`src/rtl/mul_arb_pkg.sv`:
```
// Shared types, widths and the round-robin step used by the multiplier-sharing arbiter.
// Pure declarations; no state.
package mul_arb_pkg;

  localparam int DATA_W   = 16;
  localparam int PROD_W   = 32;
  localparam int NREQ_DEF = 4;
  localparam int ID_W_DEF = 2;
  // Wide enough for any supported requester count (up to 8).
  localparam int IDX_W    = 3;

  typedef enum logic {
    SLOT_EMPTY = 1'b0,
    SLOT_FULL  = 1'b1
  } slot_state_e;

  function automatic logic [IDX_W-1:0] rr_next(input logic [IDX_W-1:0] idx, input int n);
    if (int'(idx) + 1 >= n) rr_next = '0;
    else                    rr_next = idx + 1'b1;
  endfunction

endpackage

```
`src/rtl/mul_tc_16_16.sv`:
```
// Combinational 16x16 two's-complement multiplier, full 32-bit product.
// Zero latency; no flow control.
module mul_tc_16_16 (
  input  logic [15:0] a,
  input  logic [15:0] b,
  output logic [31:0] product
);

  assign product = $signed(a) * $signed(b);

endmodule

```
`src/rtl/mul_share_arb.sv`:
```
// Round-robin share of one 16x16 signed multiplier across NREQ requesters, one-slot registered output.
// Product visible the cycle after accept; req_ready all zero while the slot is full and not draining.
module mul_share_arb
  import mul_arb_pkg::*;
#(
  parameter int NREQ = NREQ_DEF,
  parameter int ID_W = ID_W_DEF
) (
  input  logic                 clk,
  input  logic                 rst_n,
  input  logic [NREQ-1:0]      req_valid,
  output logic [NREQ-1:0]      req_ready,
  input  logic [NREQ*16-1:0]   req_a,
  input  logic [NREQ*16-1:0]   req_b,
  output logic                 rsp_valid,
  input  logic                 rsp_ready,
  output logic [ID_W-1:0]      rsp_id,
  output logic [PROD_W-1:0]    rsp_product
);

  slot_state_e       state_q, state_d;
  logic [PROD_W-1:0] prod_q, prod_d;
  logic [ID_W-1:0]   id_q, id_d;
  logic [ID_W-1:0]   ptr_q, ptr_d;

  logic              slot_free;
  logic              gnt_vld;
  logic [ID_W-1:0]   gnt_idx;
  logic [ID_W-1:0]   scan_idx;
  logic              accept;
  logic [DATA_W-1:0] mul_a, mul_b;
  logic [PROD_W-1:0] mul_product;

  // Gated by rst_n so nothing is offered while reset is held.
  assign slot_free = rst_n & ((state_q == SLOT_EMPTY) | rsp_ready);

  always_comb begin
    gnt_vld  = 1'b0;
    gnt_idx  = '0;
    scan_idx = ptr_q;
    for (int k = 0; k < NREQ; k++) begin
      if (!gnt_vld && req_valid[scan_idx]) begin
        gnt_vld = 1'b1;
        gnt_idx = scan_idx;
      end
      scan_idx = ID_W'(rr_next(IDX_W'(scan_idx), NREQ));
    end
  end

  assign accept = slot_free & gnt_vld;

  always_comb begin
    req_ready = '0;
    if (accept) req_ready[gnt_idx] = 1'b1;
  end

  assign mul_a = req_a[32'(gnt_idx) * DATA_W +: DATA_W];
  assign mul_b = req_b[32'(gnt_idx) * DATA_W +: DATA_W];

  mul_tc_16_16 u_mul (
    .a       (mul_a),
    .b       (mul_b),
    .product (mul_product)
  );

  always_comb begin
    state_d = state_q;
    prod_d  = prod_q;
    id_d    = id_q;
    ptr_d   = ptr_q;
    case (state_q)
      SLOT_EMPTY: if (accept) state_d = SLOT_FULL;
      SLOT_FULL: begin
        if (accept)         state_d = SLOT_FULL;
        else if (rsp_ready) state_d = SLOT_EMPTY;
      end
    endcase
    if (accept) begin
      prod_d = mul_product;
      id_d   = gnt_idx;
      ptr_d  = ID_W'(rr_next(IDX_W'(gnt_idx), NREQ));
    end
  end

  always_ff @(posedge clk or negedge rst_n) begin
    if (!rst_n) begin
      state_q <= SLOT_EMPTY;
      prod_q  <= '0;
      id_q    <= '0;
      ptr_q   <= '0;
    end else begin
      state_q <= state_d;
      prod_q  <= prod_d;
      id_q    <= id_d;
      ptr_q   <= ptr_d;
    end
  end

  assign rsp_valid   = (state_q == SLOT_FULL);
  assign rsp_id      = id_q;
  assign rsp_product = prod_q;

endmodule
```
`config.mk`:
```
export PLATFORM = sky130hd
export DESIGN_NAME = mul_share_arb
export DESIGN_NICKNAME = d
export VERILOG_FILES = /design/src/rtl/mul_arb_pkg.sv /design/src/rtl/mul_tc_16_16.sv /design/src/rtl/mul_share_arb.sv
export SDC_FILE = /design/constraint.sdc
export NUM_CORES = 1
export LEC_CHECK = 0
export ABC_AREA = 1
export CAP_MARGIN = 20
export CORE_MARGIN = 5
export CORE_UTILIZATION = 64
export DETAILED_ROUTE_END_ITERATION = 12
export PLACE_DENSITY = 0.9
export SKIP_CTS_REPAIR_TIMING = 1
export SLEW_MARGIN = 15
export SYNTH_ARGS = -nofsm -noshare
export SYNTH_HDL_FRONTEND = slang
export SYNTH_SLANG_ARGS = --single-unit
export TNS_END_PERCENT = 10
```
`constraint.sdc`:
```
create_clock -name clk -period 10.7 [get_ports clk]
set_input_delay 1.07 -clock clk [delete_from_list [all_inputs] [get_ports clk]]
set_output_delay 1.07 -clock clk [all_outputs]
set_load 0.005 [all_outputs]
```
==> out/summary.md, run 1 <==
The run finished with clean final reports. The mux share of post-synthesis cell area came out at 0.000822. Clock latency on the worst-skew pair, taken at its later pin, is 290 ps.

The total overflow left after global routing is 0. The area added between synthesis and finish came out at 13.4%. Entering global routing, the biggest net connects 81 pins. The vias after detailed routing came out at 12721. The fill cell total of the finished layout is 1576, and the share of synthesized flip-flops with an asynchronous set or reset is 1.00. During synthesis, Yosys emitted a total of 0 warnings.

The final period demand of the worst path came out at 9200 ps. The setup clock skew after layout was 9.73 ps. Along the worst path, the maximum fanout reaches 41. Counting cells, the worst reg-to-reg path comes to 32. The height of the die came out at 156 µm.

The primary flip-flop cell chosen by synthesis mapping is sky130_fd_sc_hd__dfrtp_1. TritonCTS built the clock tree. The synthesized area divided by synthesized cell count was 7.48 µm²; the via count of the first global-routing pass was 13177. The logs give 0.652 for the starting utilization of the core area and 2237 for the number of cells in the finished layout apart from fillers. By area the synthesized netlist is led by sky130_fd_sc_hd__fa_1 38%, sky130_fd_sc_hd__inv_1 11%, sky130_fd_sc_hd__nand2_1 11%, sky130_fd_sc_hd__ha_1 7.9%, sky130_fd_sc_hd__dfrtp_1 6.8%.

Counting every sink on the clock net gives 37. The fraction of final layout cells with drive strength greater than 1 was 0.0398. The type of element launching the critical path was a primary input.

Synthesized-area fraction occupied by ao, oa, aoi and oai cells: 0.0747. The tools report the summed instance area of the synthesized netlist as 13700 µm². The number of hold violations in the final report is 0. Including well taps, the total number of placed cells is 2229. In the final design database the tool counted 2445 nets. The total clock buffers created by CTS is 5, and the number of DRC violations after detailed-routing iteration 0 is 1137.

The tools report the area inside the core boundary as 21000 µm². The total die area came out at 24400 µm². The endpoint arrival time on the critical path came out at 9350 ps. The proportion of synthesized chip area in sequential cells was 0.0676; the post-route fraction of the period consumed by the critical path was 0.860. For the number of nets in the synthesized netlist, the log shows 2317. The count of nets left with antenna violations once routing finished came out at 0.

The path category of the worst min-delay check is reg -> reg. The first global-routing pass estimated 66.9 mm of wire. The most common cell in the synthesized netlist is sky130_fd_sc_hd__inv_1.

The logs give 1833 for the number of standard cells after synthesis and 1840 ps for the slack of the worst reg-to-reg path. Horizontal extent of the die: 156 µm. The logs give 2 for the deepest clock path buffer count and 0 for the number of diodes added for antenna fixing. After synthesis, the largest family of logic cells by area is adder cells. Derived from the worst setup path, the maximum achievable clock frequency is 109 MHz. The worst slew margin relative to its limit is 0.495.

The area share of xor/xnor cells in the synthesized design is 0.0173, and the number of remaining DRC errors is 0. Setup violations remaining at the end of the flow were counted as 0. The tools report the number of violations of the max-capacitance limit as 0. Number of iterations in the first detailed-routing pass: 6.

The logs give 34.5 mm for the post-DP HPWL and 53 for the count of standard-cell rows. The number of instances on the worst hold path came out at 2. On the critical path, the stage with the largest delay is an instance of sky130_fd_sc_hd__inv_2. The simple-gate area share of the yosys netlist was 0.230. The synthesized design contains 37 register bits.

The share of the synthesized area in the top cell type was 0.383; the post-detailed-routing wire length was 41.1 mm. Data on the critical path is required at its endpoint by 10850 ps. After synthesis, the netlist uses 43 different library cells. The number of enable-type register cells in the synthesized netlist came out at 0.

The library cell with the largest summed area after synthesis was sky130_fd_sc_hd__fa_1. In this run the count of I/O pins placed on the die edge is 174. Using the TritonRoute via totals, the vias-per-cell ratio works out to 5.69. The critical path is of the in -> reg type. The H-tree generated during clock tree synthesis spans 2 levels. The tools report the final-report max-slew violation count as 0. The run gives 0 as the initial antenna violation count. Dividing the detail-routed wire length by the instance count gives 18.4 µm.

Routability-driven placement finished with a final weighted congestion of 0.991. The adder-cell share of the synthesized area is 0.462, and the largest stage delay on the critical path is 670 ps. After synthesis, the most frequently instantiated cells are 419 x sky130_fd_sc_hd__inv_1, 395 x sky130_fd_sc_hd__nand2_1, 262 x sky130_fd_sc_hd__fa_1. The setup total negative slack came out at 0 ps. For the pin with the worst max-slew slack, the measured transition is 755 ps. After clock tree synthesis, the clock-pin slew on the worst setup and hold paths is 50 ps. CTS placed an instance of sky130_fd_sc_hd__clkbuf_16 at the clock tree root. The category of the worst setup path capture point was a register.

Setup repair after global routing left no endpoint under its margin. The total global routing track utilization is 0.346, and the count of port buffers added during placement is 173.
## path summary, 6_finish.rpt
check,to,start
worst min register to register,rsp_product[3],rsp_product[3]
max in group asynchronous,rsp_product[3],rst_n
min in group asynchronous,rsp_product[27],rst_n
worst max register to register,rsp_product[21],ptr_q[0]
worst min-delay path,rsp_product[3],rsp_product[3]
worst max-delay path,rsp_product[21],req_valid[1]
## state kept, by name, indices dropped and copies added (netlist names)
register	count
rsp_valid	1
rsp_product	32
rsp_id	2
ptr_q	2
## through the flow
stage / setup WS (ps) / cell area, µm² / hold slack, ps / utilization
global route: 1100 / 15500 / 504 / 0.739
finish: 1500 / 15500 / 476 / 0.739
detailed placement: 1420 / 15400 / 464 / 0.732
CTS: 1720 / 15500 / 481 / 0.739
floorplan: 3300 / 13700 / 472 / -
global placement: 1710 / 15400 / 463 / 0.732
## metal layers
metal / global-route usage / vias up / routed length [µm]
met5: 0 / - / 0
met4: 0.177 / 0 / 2620
met3: 0.0517 / 196 / 4820
met2: 0.553 / 846 / 18600
met1: 0.460 / 5995 / 15100
li1: - / 5684 / -
## critical path, delay by kind of cell
kind	cells	cell delay (ps)
buf+inv	8	1510
simple gates	11	2020
compound gates	5	1080
fa+ha+maj	7	3670
## cells by family after synthesis
kind of cell / Yosys count
DFF: 37
xor gates and xnor gates: 27
muxes: 1
buffers and inverters: 479
AOI/OAI and AO/OA: 179
adders and majority gates: 349
and+or+nand+nor: 761
## layout make-up
| class | instances | area, µm² | share of cell area |
|---|---|---|---|
| Sequential cell | 37 | 926 | 0.0596 |
| Inverter | 423 | 1590 | 0.102 |
| Multi-Input combinational cell | 1317 | 10800 | 0.693 |
| Tap cell | 275 | 344 | 0.0221 |
| Clock buffer | 7 | 153 | 0.00982 |
| Timing Repair Buffer | 177 | 1760 | 0.113 |
| Clock inverter | 1 | 5.00 | 0.000322 |
## placed cells by master, fill, tap and decap left out, drive strengths merged, types with 6 or more instances in the layout
master         netlist  final
ha                  87     87
clkbuf              12      7
dfrtp               37     37
nand3               49     49
xnor2               16     16
clkdlybuf4s50        0    172
o21bai               6      6
xor2                11     11
nor2               258    258
o21ai              100    100
fa                 262    262
nand4               12     12
nor3                 8      8
nand2              426    426
o211ai              28     28
a21oi               32     32
inv                422    422
Power of run 1 is left out: the tool's default activity adds up to more than one toggle a clock period on the data nets, which glitch-free logic cannot reach.
==> run 2, diff against run 1 <==
Settings changed: CTS_CLUSTER_SIZE set to 28.
==> results of run 2 <==
Final layout, timing and power as in run 1 (identical DEF).
Power of run 2 is left out for the same reason.
==> run 3, diff against run 2 <==
Settings changed: HOLD_SLACK_MARGIN set to 0.03.
==> results of run 3 <==
Final layout, timing and power as in run 1 (identical DEF).
Power of run 3 is left out for the same reason.
